<file path="src/rtl/frame_mem_arbiter_if.sv">
// frame_mem_arbiter_if
// Bundles the requester-side handshake and the single-port memory bus that
// the frame arbiter sits between.
//   req / req_we / req_addr / req_wdata : per-requester request (packed, requester i
//                                          at slice i of each vector)
//   ack / rdata                          : one-hot completion pulse and read data
//   mem_addr / mem_wdata / mem_we /
//   mem_re / mem_rdata                   : single-port memory strobes and data
// Modports:
//   master : the arbiter's view (drives ack, rdata and the memory strobes)
//   slave  : the environment's view (requesters plus the memory itself)
interface frame_mem_arbiter_if #(
  parameter int NUM_REQ = 4,
  parameter int ADDR_W  = 8,
  parameter int DATA_W  = 16
);
  logic [NUM_REQ-1:0]        req;
  logic [NUM_REQ-1:0]        req_we;
  logic [NUM_REQ*ADDR_W-1:0] req_addr;
  logic [NUM_REQ*DATA_W-1:0] req_wdata;
  logic [NUM_REQ-1:0]        ack;
  logic [DATA_W-1:0]         rdata;
  logic [ADDR_W-1:0]         mem_addr;
  logic [DATA_W-1:0]         mem_wdata;
  logic                      mem_we;
  logic                      mem_re;
  logic [DATA_W-1:0]         mem_rdata;

  modport master (
    input  req, req_we, req_addr, req_wdata, mem_rdata,
    output ack, rdata, mem_addr, mem_wdata, mem_we, mem_re
  );

  modport slave (
    output req, req_we, req_addr, req_wdata, mem_rdata,
    input  ack, rdata, mem_addr, mem_wdata, mem_we, mem_re
  );
endinterface

</file>
<file path="src/rtl/frame_mem_arbiter.sv">
// frame_mem_arbiter
// Shares one single-port memory between NUM_REQ requesters using a fixed
// four-cycle frame: ARB, SETUP, WRITE strobe, READ strobe. One access is
// granted per frame, round-robin, and completion is signalled by a one-cycle
// ack in the ARB cycle of the following frame.
// Ports:
//   clk   : clock, all state on the rising edge
//   rst   : asynchronous active-high reset
//   bus   : frame_mem_arbiter_if.master (requester handshake + memory bus)
//   phase : current frame phase, 0 straight after reset, then 1..4
//   busy  : a granted access is in flight (phases 2..4 of a granted frame)
module frame_mem_arbiter #(
  parameter int NUM_REQ = 4,
  parameter int ADDR_W  = 8,
  parameter int DATA_W  = 16
) (
  input  logic                clk,
  input  logic                rst,
  frame_mem_arbiter_if.master bus,
  output logic [2:0]          phase,
  output logic                busy
);

  localparam int IDX_W = (NUM_REQ > 1) ? $clog2(NUM_REQ) : 1;

  typedef enum logic [2:0] {
    PH_RESET = 3'd0,
    PH_ARB   = 3'd1,
    PH_SETUP = 3'd2,
    PH_WRITE = 3'd3,
    PH_READ  = 3'd4
  } phase_e;

  phase_e             state_q;
  phase_e             state_d;

  logic [NUM_REQ-1:0] eligible;
  logic               win_found;
  logic [IDX_W-1:0]   win_idx;
  logic [IDX_W-1:0]   cand_idx;
  logic [IDX_W-1:0]   next_ptr;

  logic [IDX_W-1:0]   rr_ptr;
  logic               grant_valid;
  logic               grant_we;
  logic [IDX_W-1:0]   grant_idx;
  logic [ADDR_W-1:0]  addr_q;
  logic [DATA_W-1:0]  wdata_q;
  logic [DATA_W-1:0]  rdata_q;
  logic [NUM_REQ-1:0] ack_q;

  logic               mem_we_d;
  logic               mem_re_d;
  logic               busy_d;

  // Frame phase register. Reset parks the frame at phase 0 so an in-flight
  // access and its strobes vanish at once.
  always_ff @(posedge clk or posedge rst) begin
    if (rst) begin
      state_q <= PH_RESET;
    end else begin
      state_q <= state_d;
    end
  end

  // Phase sequencing plus the strobes that belong to each phase. Strobes
  // are decoded from the phase, so a mid-frame reset drops them immediately.
  always_comb begin
    state_d  = state_q;
    mem_we_d = 1'b0;
    mem_re_d = 1'b0;
    busy_d   = 1'b0;
    case (state_q)
      PH_RESET: state_d = PH_ARB;
      PH_ARB:   state_d = PH_SETUP;
      PH_SETUP: begin
        state_d = PH_WRITE;
        busy_d  = grant_valid;
      end
      PH_WRITE: begin
        state_d  = PH_READ;
        busy_d   = grant_valid;
        mem_we_d = grant_valid && grant_we;
      end
      PH_READ: begin
        state_d  = PH_ARB;
        busy_d   = grant_valid;
        mem_re_d = grant_valid && !grant_we;
      end
      default:  state_d = PH_ARB;
    endcase
  end

  // Round-robin search starting at the pointer. A requester whose ack is
  // showing this cycle is masked, so a continuous requester cannot win two
  // frames in a row.
  always_comb begin
    eligible  = bus.req & ~ack_q;
    win_found = 1'b0;
    win_idx   = '0;
    cand_idx  = '0;
    for (int i = 0; i < NUM_REQ; i++) begin
      cand_idx = IDX_W'((int'(rr_ptr) + i) % NUM_REQ);
      if (!win_found && eligible[cand_idx]) begin
        win_found = 1'b1;
        win_idx   = cand_idx;
      end
    end
    next_ptr = IDX_W'((int'(win_idx) + 1) % NUM_REQ);
  end

  // Grant capture, memory address/data hold, completion and read capture.
  // The grant is latched at the end of ARB, the ack and read data land at
  // the end of READ so they are visible during the next frame's ARB cycle.
  always_ff @(posedge clk or posedge rst) begin
    if (rst) begin
      rr_ptr      <= '0;
      grant_valid <= 1'b0;
      grant_we    <= 1'b0;
      grant_idx   <= '0;
      addr_q      <= '0;
      wdata_q     <= '0;
      rdata_q     <= '0;
      ack_q       <= '0;
    end else begin
      case (state_q)
        PH_ARB: begin
          ack_q       <= '0;
          grant_valid <= win_found;
          if (win_found) begin
            grant_idx <= win_idx;
            grant_we  <= bus.req_we[win_idx];
            addr_q    <= bus.req_addr[win_idx*ADDR_W +: ADDR_W];
            wdata_q   <= bus.req_wdata[win_idx*DATA_W +: DATA_W];
            rr_ptr    <= next_ptr;
          end
        end
        PH_READ: begin
          grant_valid <= 1'b0;
          if (grant_valid) begin
            ack_q <= NUM_REQ'(1) << grant_idx;
            if (!grant_we) begin
              rdata_q <= bus.mem_rdata;
            end
          end
        end
        default: begin
          ack_q <= ack_q;
        end
      endcase
    end
  end

  assign bus.ack       = ack_q;
  assign bus.rdata     = rdata_q;
  assign bus.mem_addr  = addr_q;
  assign bus.mem_wdata = wdata_q;
  assign bus.mem_we    = mem_we_d;
  assign bus.mem_re    = mem_re_d;
  assign phase         = state_q;
  assign busy          = busy_d;

  // Structural guarantees of the frame: never both strobes, never more
  // than one ack at a time.
  assert property (@(posedge clk) disable iff (rst) !(mem_we_d && mem_re_d));
  assert property (@(posedge clk) disable iff (rst) $onehot0(ack_q));

endmodule

</file>
<file path="src/flat_wrapper.sv">
// flat-port wrapper written by rule: the top's interface ports become plain ports
module frame_mem_arbiter_flat 
#(
  parameter int NUM_REQ = 4,
  parameter int ADDR_W  = 8,
  parameter int DATA_W  = 16
)
  (clk, rst, phase, busy, bus_req, bus_req_we, bus_req_addr, bus_req_wdata, bus_mem_rdata, bus_ack, bus_rdata, bus_mem_addr, bus_mem_wdata, bus_mem_we, bus_mem_re);
  frame_mem_arbiter_if #(.NUM_REQ(NUM_REQ), .ADDR_W(ADDR_W), .DATA_W(DATA_W)) bus_i ();
  input  logic clk;
  input  logic rst;
  output logic [2:0] phase;
  output logic busy;
  input wire logic [$bits(bus_i.req)-1:0] bus_req;
  input wire logic [$bits(bus_i.req_we)-1:0] bus_req_we;
  input wire logic [$bits(bus_i.req_addr)-1:0] bus_req_addr;
  input wire logic [$bits(bus_i.req_wdata)-1:0] bus_req_wdata;
  input wire logic [$bits(bus_i.mem_rdata)-1:0] bus_mem_rdata;
  output wire logic [$bits(bus_i.ack)-1:0] bus_ack;
  output wire logic [$bits(bus_i.rdata)-1:0] bus_rdata;
  output wire logic [$bits(bus_i.mem_addr)-1:0] bus_mem_addr;
  output wire logic [$bits(bus_i.mem_wdata)-1:0] bus_mem_wdata;
  output wire logic [$bits(bus_i.mem_we)-1:0] bus_mem_we;
  output wire logic [$bits(bus_i.mem_re)-1:0] bus_mem_re;
  assign bus_i.req = bus_req;
  assign bus_i.req_we = bus_req_we;
  assign bus_i.req_addr = bus_req_addr;
  assign bus_i.req_wdata = bus_req_wdata;
  assign bus_i.mem_rdata = bus_mem_rdata;
  assign bus_ack = bus_i.ack;
  assign bus_rdata = bus_i.rdata;
  assign bus_mem_addr = bus_i.mem_addr;
  assign bus_mem_wdata = bus_i.mem_wdata;
  assign bus_mem_we = bus_i.mem_we;
  assign bus_mem_re = bus_i.mem_re;
  frame_mem_arbiter #(.NUM_REQ(NUM_REQ), .ADDR_W(ADDR_W), .DATA_W(DATA_W)) u_core (.clk(clk), .rst(rst), .bus(bus_i), .phase(phase), .busy(busy));
endmodule
</file>
<file path="config.mk">
export PLATFORM = sky130hd
export DESIGN_NAME = frame_mem_arbiter_flat
export DESIGN_NICKNAME = d
export VERILOG_FILES = /design/src/rtl/frame_mem_arbiter_if.sv /design/src/rtl/frame_mem_arbiter.sv /design/src/flat_wrapper.sv
export SDC_FILE = /design/constraint.sdc
export NUM_CORES = 1
export LEC_CHECK = 0
export CAP_MARGIN = 20
export CORE_MARGIN = 3
export CORE_UTILIZATION = 40
export DETAILED_ROUTE_END_ITERATION = 10
export PLACE_DENSITY = 0.86
export SYNTH_ARGS = -nofsm -noshare
export SYNTH_HDL_FRONTEND = slang
export SYNTH_SLANG_ARGS = --single-unit
</file>
<file path="constraint.sdc">
create_clock -name clk -period 5.59 [get_ports clk]
set_input_delay 1.118 -clock clk [delete_from_list [all_inputs] [get_ports clk]]
set_output_delay 1.118 -clock clk [all_outputs]
set_load 0.01 [all_outputs]
</file>
==> impl_metrics.ini, run 1 <==
[detailed_routing]
ant_nets = 0
routed_via_density = 5.14
drc = 0
drt_iter0_markers = 85
drt-wirelength-per-cell_um = 16.3
totalWireLength_mm = 8.76
num_vias = 2757
dr.pass1.iters = 4

[clocking]
cts_setup_buffers = 0
clk_latency_ps = 300
cts.htree.levels = 2
clkTransAtPathRegs_ps = 90
cts_buffers = 5
hold_buffers = 0
cts_root_buf = clkbuf_8
cts_tree = yes
cts.sink_count = 53
cts_resized = 0
cts_buffer_depth = 2

[yosys]
synth_edf_count = 0
synth.top_cell.area_share_pct = 46.9
syn_inst = 280
ys.warnings.count = 0
synth_nets = 402
synth_area_um2 = 2830
ys_ff_latch = 53
synth.distinct_cells = 36
synthArstFlopShare_pct = 100
synth.avg_cell_area_um2 = 10.1
seq_area_frac_synth_pct = 46.9
synth.most_common_cell = nand2_1
synthTopCellsByArea = dfrtp_1 (47%), mux2i_1 (18%), nand2_1 (10%)
yosys-top-cells-count = nand2_1 (79), dfrtp_1 (53), mux2i_1 (51), o221ai_1 (25)
synthFlopType = dfrtp_1
synth_top_area_cell = dfrtp_1

[pwr]
cellPowerDensity_nw_per_um2 = 438
peakVddDrop_v = 0.000217
total_power_uw = 2040
p_leak_uw = 0.00204

[cells_and_area]
area_growth_pct = 64.5
instances_no_fill = 536
drive_gt1_share_pct = 3.41
nets = 563
n_antenna_cell = 0
fillers = 562
utilization_pct = 68.1

[timing]
finalHoldViolations = 0
worst_pin_slew_ps = 1020
rsz0062_at_grt = false
tns_ps = 0
fin_hold_ws_ps = 482
final-max-slew-violation-count = 0
slew_headroom_pct = 32.1
finalCritPeriodShare_pct = 68.2
skew_ps = 11.7
setup_viol = 0
period_needed_ps = 3810
max_freq_mhz = 262

[global_routing]
overflow = 0
grt_max_degree = 54
antenna_found_initial = 0
gr-max-usage-layer = met2
grt_pass1_wl_mm = 14.5
use_met2_pct = 38.3
grt_use_met1_pct = 26.4
gr-usage-met3_pct = 5.36
first_global_vias = 2867
grt_use_total_pct = 21.6

[floorplan]
die_h_um = 90.1
rows = 30
start_util_pct = 41.4
die-width_um = 90.1
core_um2 = 6830
pin_count = 172
die_area_um2 = 8120

[worst_hold_path]
min_path_type = reg -> reg

[outcome]
outcome = complete, no violations

[setup_path]
end_kind = output pin
arrival_ps = 2690
critical_path_required_ps = 4470
cp_max_fo = 17
start_kind = flop
worstSetupPathType = reg -> out

[place]
numPortBuffers = 171
place_hpwl_mm = 6.60
dp.cells = 528
gp_congestion = 0.786

[job]
drv_cap = 0
-- worst max-delay path: stages, from the launching register on --
cell             delay (ps)
dfrtp_1                 510
or3b_4                  450
or3_1                   610
clkinv_4                240
clkdlybuf4s50_1         580
-- placed cells by master, fill, tap and decap left out, types with 2 or more instances in the layout --
cell type	n
nand3_1	3
dfrtp_1	53
xnor2_1	2
a21oi_1	4
nor3b_1	2
clkdlybuf4s50_1	171
o21ai_1	2
nor2_1	3
clkbuf_8	5
o221ai_1	25
mux2_2	2
nand2_1	79
mux2i_1	51
o21ai_0	5
nand2b_1	6
inv_1	5
-- cells by family (layout without fill, tap and decap cells) --
logic type,Yosys count,in the layout,share of synthesized area [%]
simple gates,106,106,16.5
compound gates,40,40,11.0
buf+inv,26,186,6.10
xor+xnor,2,2,0.619
mux,53,53,18.8
flops,53,53,46.9
-- metal layers --
| layer | share of wire [%] | wire (um) | up-vias |
|---|---|---|---|
| li1 | - | - | 1304 |
| met1 | 38 | 3350 | 1344 |
| met2 | 54 | 4740 | 98 |
| met3 | 6.4 | 562 | 11 |
| met4 | 1.3 | 112 | 0 |
| met5 | 0 | 0 | - |
-- path summary, 6_finish.rpt --
path	start	end	slack (ps)	cells after the start
hold / removal	u_core.bus.rdata[1]	u_core.bus.rdata[1]	480	2
min in group asynchronous	rst	u_core.bus.rdata[7]	1050	2
setup / recovery	u_core.phase[1]	bus_mem_re	1780	4
max in group asynchronous	rst	u_core.bus.mem_addr[6]	4030	3
setup reg to reg	u_core.bus.ack[3]	u_core.bus.mem_addr[3]	3030	5
hold reg to reg	u_core.bus.rdata[1]	u_core.bus.rdata[1]	480	2
-- through the flow --
step,setup WS (ps),cell area (um2)
final,1780,4650
after floorplan,2870,2830
after global placement,1770,4530
after detailed placement,1590,4530
after CTS,1750,4610
after global routing,1660,4650
-- registers in the layout (all words and copies together) (netlist names) --
name,cells
u_core.bus.ack,4
u_core.bus.mem_addr,8
u_core.bus.mem_wdata,16
u_core.bus.rdata,16
u_core.grant_idx,2
u_core.grant_valid,1
u_core.grant_we,1
u_core.phase,3
u_core.rr_ptr,2
-- where the power goes --
part | leakage, uW | total [uW] | internal [uW] | switching, uW
logic | 0.00135 | 1150 | 626 | 527
registers | 0.000646 | 683 | 564 | 119
clock network | 0.0000399 | 202 | 82.9 | 119
-- cell type report --
type | instances | area (um2) | area share [%]
Tap cell | 96 | 120 | 2.58
Inverter | 7 | 31.3 | 0.672
Clock buffer | 5 | 68.8 | 1.48
Multi-Input combinational cell | 201 | 1340 | 28.9
Timing Repair Buffer | 173 | 1760 | 37.8
Clock inverter | 1 | 5.00 | 0.108
Sequential cell | 53 | 1330 | 28.5
No activity file was read; power rests on OpenSTA's default activity.
==> inputs of run 2 (changes only) <==
CORE_UTILIZATION = 38   (was 40)
PLACE_DENSITY = 0.82   (was 0.86)
clock period = 3.6 ns   (was 5.59 ns; I/O delays follow)
==> run 2 against run 1 <==
  * Flip-flop and latch count did not move
  * Combinational power up 55%
  * Critical path depth did not move
  * Sequential share of layout area is essentially flat
  * Non-clock buffer count increased by 3
  * Clock skew down 3.5 ps
  * Cell count increased by 0.93%
  * First-iteration DRC count is 14% lower
  * Utilization is 1.8 points lower
  * Die area rose by 4.9%
  * Global-route usage fell by 0.96 points
  * Worst setup slack got worse by 1500 ps
  * Critical path type unchanged
  * Critical endpoint unchanged
==> impl_metrics.ini, run 2 (same netlist as run 1, synthesis figures left out) <==
[global_routing]
grt_use_total_pct = 20.6
grt_pass1_wl_mm = 14.1
first_global_vias = 2899
grt_max_degree = 54
antenna_found_initial = 0
overflow = 0

[cells_and_area]
regArea_um2 = 1330
layout_commonest_cell = clkdlybuf4s50_1
nets = 566
drive_gt1_share_pct = 4.27
final_cell_area_um2 = 4650
n_antenna_cell = 0
fillers = 580
final_cell_mix = clkdlybuf4s50_1 (171), nand2_1 (79), dfrtp_1 (53), mux2i_1 (51), o221ai_1 (25)
multiInputGateArea_um2 = 1340
area_growth_pct = 64.4

[setup_path]
path_cells = or3b_4 > or3_1 > clkinv_4 > clkdlybuf4s50_1
start_kind = flop
end_kind = output pin
critical_path_required_ps = 2880
cp_max_fo = 17
arrival_ps = 2630
critPathMaxStageDelay_ps = 600
worstSetupPathType = reg -> out
crit_path_top_delay_cell = or3_1

[pwr]
peakVddDrop_v = 0.000392
total_power_uw = 3160
cellPowerDensity_nw_per_um2 = 680
p_leak_uw = 0.00204

[floorplan]
die_h_um = 92.3
core_um2 = 7020
die_area_um2 = 8520
die-width_um = 92.3
rows = 30
start_util_pct = 40.3
pin_count = 172

[clocking]
cts_resized = 0
cts_root_buf = clkbuf_8
cts.sink_count = 53
hold_buffers = 0
clk_latency_ps = 310
cts_buffer_depth = 2
cts_tree = yes
cts.htree.levels = 2
cts_setup_buffers = 0
cts_buffers = 5
clkTransAtPathRegs_ps = 100

[place]
place_hpwl_mm = 6.74
dpl_cell_area_um2 = 4570
numPortBuffers = 171
post-place-ws_ps = 560
gp_congestion = 0.763

[detailed_routing]
num_vias = 2714
routed_via_density = 5.02
dr.pass1.iters = 4
drc = 0
drt-wirelength-per-cell_um = 16.3
ant_nets = 0
drt_iter0_markers = 73
totalWireLength_mm = 8.83

[timing]
finalHoldViolations = 0
tns_ps = 0
period_needed_ps = 3350
finalCritPeriodShare_pct = 93.1
max_freq_mhz = 298
setup_viol = 0
rsz0062_at_grt = false
worst_pin_slew_ps = 863
timing.final.ws_setup_ps = 249
final-max-slew-violation-count = 0
slew_headroom_pct = 42.4
skew_ps = 8.25

[outcome]
outcome = complete, no violations

[worst_hold_path]
min_path_type = reg -> reg

[job]
drv_cap = 0
==> run 2: path summary, 6_finish.rpt <==
check | cells past startpoint | from | end | slack (ps)
hold reg to reg | 2 | u_core.bus.rdata[12] | u_core.bus.rdata[12] | 490
min in group asynchronous | 2 | rst | u_core.bus.rdata[3] | 780
max in group asynchronous | 3 | rst | u_core.bus.mem_addr[4] | 2030
setup reg to reg | 6 | u_core.rr_ptr[0] | u_core.bus.mem_wdata[0] | 1370
setup / recovery | 4 | u_core.phase[0] | bus_mem_re | 250
hold / removal | 2 | u_core.bus.rdata[12] | u_core.bus.rdata[12] | 490
==> run 2: where the power goes <==
part | leakage, uW | switching (uW) | internal [uW]
sequential | 0.000646 | 179 | 874
combinational | 0.00135 | 813 | 967
clock | 0.0000450 | 194 | 136
==> run 2: critical path, delay by kind of cell, from the launching register on <==
| kind | cells | cell delay [ps] |
|---|---|---|
| and+or+nand+nor | 2 | 1050 |
| DFF | 1 | 470 |
| buffers and inverters | 2 | 790 |
==> run 2: area by class of cell <==
| class | instances | share of cell area (%) |
|---|---|---|
| repair buffers | 176 | 37.6 |
| clock inverters | 2 | 0.215 |
| well taps | 96 | 2.58 |
| flip-flops and latches | 53 | 28.5 |
| clock buffers | 6 | 1.56 |
| multi-input cells | 201 | 28.9 |
| inverters | 7 | 0.672 |
==> run 2: through the flow <==
step / hold WS [ps] / util [%] / cells
after floorplan: 464 / - / 280
after global placement: 459 / 65.1 / 533
after detailed placement: 465 / 65.1 / 533
final: 490 / 66.3 / 541
after global routing: 517 / 66.3 / 541
after CTS: 495 / 66.3 / 541
==> run 2: metal layers <==
layer	wire (um)	vias to the layer above	GRT usage, %
met3	599	8	5.41
met1	3520	1293	24.0
met4	74	0	4.08
met5	0	-	0
met2	4640	97	38.0
li1	-	1316	-
